==> src/rtl/apb_master_sequencer.sv <==
// Single-beat request to APB SETUP/ACCESS sequencer.
// Flags out-of-range slaves and PREADY timeouts so the upstream bridge always gets a response.
module apb_master_sequencer #(
    parameter int unsigned NUM_SLAVES = 2,
    parameter int unsigned TIMEOUT    = 255
) (
    input  logic        HCLK,
    input  logic        HRESETn,
    input  logic        req_valid,
    output logic        req_ready,
    input  logic        req_write,
    input  logic [31:0] req_addr,
    input  logic [31:0] req_wdata,
    output logic        rsp_valid,
    output logic [31:0] rsp_rdata,
    output logic        rsp_err,
    output logic [31:0] PADDR,
    output logic        PWRITE,
    output logic [31:0] PWDATA,
    output logic        psel_en,
    output logic        PENABLE,
    input  logic [31:0] PRDATA,
    input  logic        PREADY,
    input  logic        PSLVERR
);

    localparam int unsigned DW    = 32;
    localparam int unsigned CNT_W = 16;

    localparam logic [2:0] S_IDLE   = 3'd0;
    localparam logic [2:0] S_SETUP  = 3'd1;
    localparam logic [2:0] S_ACCESS = 3'd2;
    localparam logic [2:0] S_DERR   = 3'd3;
    localparam logic [2:0] S_RESP   = 3'd4;

    logic [2:0]       state;
    logic [2:0]       state_d;
    logic [CNT_W-1:0] cnt;
    logic [CNT_W-1:0] cnt_d;
    logic             rsp_err_d;
    logic [DW-1:0]    rsp_rdata_d;
    logic             accept;
    logic             decode_err;

    assign accept     = req_valid && req_ready;
    assign decode_err = 32'(req_addr[23:16]) >= NUM_SLAVES;

    // State and timeout counter
    always_ff @(posedge HCLK or negedge HRESETn) begin
        if (!HRESETn) begin
            state <= S_IDLE;
            cnt   <= '0;
        end else begin
            state <= state_d;
            cnt   <= cnt_d;
        end
    end

    // Next state plus the response payload computed on the way into RESP
    always_comb begin
        state_d     = state;
        cnt_d       = cnt;
        rsp_err_d   = 1'b0;
        rsp_rdata_d = '0;
        case (state)
            S_IDLE: begin
                if (accept) begin
                    state_d = decode_err ? S_DERR : S_SETUP;
                end
            end
            S_SETUP: begin
                state_d = S_ACCESS;
            end
            S_ACCESS: begin
                cnt_d = cnt + CNT_W'(1);
                // PREADY wins over the timeout on the final allowed cycle
                if (PREADY) begin
                    state_d   = S_RESP;
                    rsp_err_d = PSLVERR;
                    if (!PWRITE && !PSLVERR) begin
                        rsp_rdata_d = PRDATA;
                    end
                end else if (cnt == CNT_W'(TIMEOUT - 1)) begin
                    state_d   = S_RESP;
                    rsp_err_d = 1'b1;
                end
            end
            S_DERR: begin
                state_d   = S_RESP;
                rsp_err_d = 1'b1;
            end
            S_RESP: begin
                state_d = S_IDLE;
                cnt_d   = '0;
            end
            default: begin
                state_d = S_IDLE;
                cnt_d   = '0;
            end
        endcase
    end

    // Registered outputs, decoded from the next state
    always_ff @(posedge HCLK or negedge HRESETn) begin
        if (!HRESETn) begin
            req_ready <= 1'b0;
            psel_en   <= 1'b0;
            PENABLE   <= 1'b0;
            rsp_valid <= 1'b0;
            rsp_err   <= 1'b0;
            rsp_rdata <= '0;
            PADDR     <= '0;
            PWRITE    <= 1'b0;
            PWDATA    <= '0;
        end else begin
            req_ready <= (state_d == S_IDLE);
            psel_en   <= (state_d == S_SETUP) || (state_d == S_ACCESS);
            PENABLE   <= (state_d == S_ACCESS);
            rsp_valid <= (state_d == S_RESP);
            rsp_err   <= rsp_err_d;
            rsp_rdata <= rsp_rdata_d;
            if (accept) begin
                PADDR  <= req_addr;
                PWRITE <= req_write;
                PWDATA <= req_wdata;
            end
        end
    end

endmodule

==> config.mk <==
export PLATFORM = sky130hd
export DESIGN_NAME = apb_master_sequencer
export DESIGN_NICKNAME = d
export VERILOG_FILES = /design/src/rtl/apb_master_sequencer.sv
export SDC_FILE = /design/constraint.sdc
export NUM_CORES = 1
export LEC_CHECK = 0
export CORE_MARGIN = 4
export CORE_UTILIZATION = 45
export CTS_CLUSTER_DIAMETER = 50
export CTS_CLUSTER_SIZE = 25
export DETAILED_ROUTE_END_ITERATION = 8
export GPL_TIMING_DRIVEN = 0
export PLACE_DENSITY = 0.93
export SLEW_MARGIN = 40
export SYNTH_ARGS = -nofsm -noshare
export SYNTH_HDL_FRONTEND = slang
export SYNTH_SLANG_ARGS = --single-unit
==> constraint.sdc <==
create_clock -name HCLK -period 2.8 [get_ports HCLK]
set_input_delay 0.56 -clock HCLK [delete_from_list [all_inputs] [get_ports HCLK]]
set_output_delay 0.56 -clock HCLK [all_outputs]
set_load 0.01 [all_outputs]
==> out/metrics.csv <==
metric,value,unit
violations,hold timing,
worstPathRequired,2240,ps
grt_max_degree,71,
drt_wl_total,14300,um
async_flop_share,100,%
worstPathArrival,1500,ps
ant_nets,0,
start_util,46.7,%
timing.final.crit_share,73.6,%
routabilityCongestion,0.862,
cts.path.max_buffers,2,
synth_edf_count,0,
wire_per_inst,20.6,um
start_kind,flop,
endpoint_kind,output pin,
path_clk_slew,60,ps
grtUsageTotal,25.0,%
dp_slack,269,ps
hold-worst-slack,-17.8,ps
syn_inst,325,
num_vias,3630,
syn_area_per_cell,14.2,um2
num_antenna_cells,0,
ios,204,
portBuffers,203,
path_delay_family,buffers and inverters,
area_growth,61.8,%
peakVddDrop,0.628,mV
globalRouteOverflowTotal,0,
syn_nets,429,
crit_path_max_fanout,3,
run_status,finished with violations,
ys_seq_elements,121,
root_buffer,clkbuf_8,
powerDensity,1020,nW/um2
ctsResizeCount,0,
fin_ws,738,ps
grtUsageMet2,44.3,%
first_pass_iters,4,
htreeDepth,4,
synth_ff_type,dfrtp_1,
cp_slowest_cell,clkdlybuf4s50_1,
fin_cells,694,
fin_util,75.5,%
gr-usage-met3,10.0,%
numCtsBuffers,17,
criticalPathCategory,flop to output pin,
finClkSkew,8.23,ps
rsz0062_at_grt,false,
path_buf_inv,1,
clkSinkCount,121,
gr-max-usage-layer,met2,
yosys_warnings,0,
setup_viol,0,
viasPerCell,5.23,
worstPathCellList,clkdlybuf4s50_1,
post_synth_num_cell_types,37,
grt_pass1_wl,22100,um
timing.final.crit_period,2060,ps
yosysSeqAreaShare,65.4,%
final_nets,652,
dieArea,12000,um2
core,9910,um2
grt_pass1_vias,4147,
drv_slew,0,
hold_viol,10,
dpl.hpwl,9570,um
n_fill_cell,566,
drt-initial-drc-count,308,
antenna_found_initial,0,
cts_tree,done,
syn_area,4630,um2
cpPeakStageDelay,580,ps
max_clock_freq,485,MHz
die_x,109,um
drc_errors,0,
dp_cells,662,
met1_usage,25.5,%
clk_latency,520,ps
hp-class,input pin to asynchronous set/reset pin,
drive_gt1_share,18.9,%
tightest_slew,616,ps
ctsHoldBuffers,0,
leakage,3.23,nW
die_h,109,um
post_cts_buffers,0,
maxSlewHeadroom,58.9,%
maxCapViolCount,0,
placementRows,36,
-- through the flow --
step	TNS [ps]	instance area [um2]	hold slack (ps)	power [mW]
after floorplan	0	4630	264	3.72
after global placement	-401720	6830	487	5.15
after detailed placement	0	6860	492	5.29
after CTS	0	7480	20.2	7.67
after global routing	0	7480	23.9	7.94
final	0	7480	-17.8	7.62
-- power breakdown --
part / internal (mW) / switching, mW
Clock: 1.47 / 0.831
Combinational: 1.57 / 1.05
Sequential: 2.32 / 0.374
Total: 5.37 / 2.25
-- cells in the mapped netlist (2+ instances only) --
cell type	number	share of area (%)
dfrtp_1	121	65
inv_1	3	0.24
o31ai_1	2	0.32
nand3b_1	3	0.49
nand2_1	5	0.41
or3_1	2	0.27
ha_1	2	0.54
xnor2_1	3	0.57
xor2_1	8	1.5
nor2b_1	2	0.27
buf_1	3	0.24
mux2_2	65	16
buf_2	2	0.22
or4_1	2	0.32
a21oi_1	8	0.87
and4_1	2	0.38
o21ai_0	2	0.22
nand4_1	7	0.95
nand3_1	2	0.22
and2_1	33	4.5
nor4_1	4	0.54
and4b_1	4	0.87
nor3_1	3	0.32
clkbuf_1	8	0.65
nor2_1	17	1.4
-- state kept, by name, indices dropped and copies added, names as in the netlist --
| register | flops |
|---|---|
| state | 3 |
| PWRITE | 1 |
| rsp_err | 1 |
| rsp_valid | 1 |
| PENABLE | 1 |
| cnt | 16 |
| psel_en | 1 |
| PADDR | 32 |
| req_ready | 1 |
| PWDATA | 32 |
| rsp_rdata | 32 |
-- layout make-up --
class | count | area [um2] | share of cell area (%)
multi-input combinational | 186 | 1520 | 20.3
clock inverter | 14 | 199 | 2.66
sequential | 121 | 3030 | 40.5
timing repair buffer | 204 | 2060 | 27.6
inverter | 3 | 11.3 | 0.150
buffer | 15 | 70.1 | 0.936
tap | 133 | 166 | 2.22
clock buffer | 18 | 428 | 5.72
-- cells by family (layout without fill, tap and decap cells) --
| family | Yosys count | count (layout) | synth area share, % |
|---|---|---|---|
| flops | 121 | 121 | 65.4 |
| mux | 65 | 65 | 15.8 |
| buf+inv | 18 | 254 | 1.76 |
| xor+xnor | 11 | 11 | 2.08 |
| fa+ha+maj | 2 | 2 | 0.541 |
| compound gates | 18 | 18 | 2.46 |
| simple gates | 90 | 90 | 11.9 |
-- layer usage --
layer	share of wire, %	routed length (um)	vias up
met5	0	0	-
met4	4.0	567	0
met3	8.9	1270	47
met2	53	7650	213
met1	34	4820	1798
li1	-	-	1572
-- layout by cell type (no fill, tap or decap), drive strengths merged, types with 2 or more instances in the layout --
cell type | Yosys | layout
inv | 3 | 3
bufinv | 0 | 4
a21oi | 8 | 8
nand3b | 3 | 3
or4 | 2 | 2
o21ai | 2 | 2
clkinv | 0 | 6
nor2b | 2 | 2
nand4 | 8 | 8
and2 | 33 | 33
buf | 7 | 9
ha | 2 | 2
o31ai | 2 | 2
mux2 | 65 | 65
clkbuf | 8 | 26
dfrtp | 121 | 121
xor2 | 8 | 8
clkinvlp | 0 | 4
nor2 | 17 | 17
clkdlybuf4s50 | 0 | 202
nand3 | 2 | 2
or3 | 2 | 2
nand2 | 5 | 5
nor4 | 4 | 4
and4b | 4 | 4
xnor2 | 3 | 3
and4 | 3 | 3
nor3 | 4 | 4
-- worst paths after layout --
check,startpoint,to,slack [ps],depth (start not counted)
max reg2reg,state[1]$_DFF_PN0_,rsp_rdata[11]$_DFF_PN0_,850,6
min reg2reg,PWDATA[19]$_DFFE_PN0P_,PWDATA[19]$_DFFE_PN0P_,500,1
min,HRESETn,PADDR[27]$_DFFE_PN0P_,-20,1
min in group HCLK,PWDATA[19]$_DFFE_PN0P_,PWDATA[19]$_DFFE_PN0P_,500,1
max,PWRITE$_DFFE_PN0P_,PWRITE,740,1
max in group asynchronous,HRESETn,PADDR[1]$_DFFE_PN0P_,2170,2
Power figures use the tool's default switching activity.
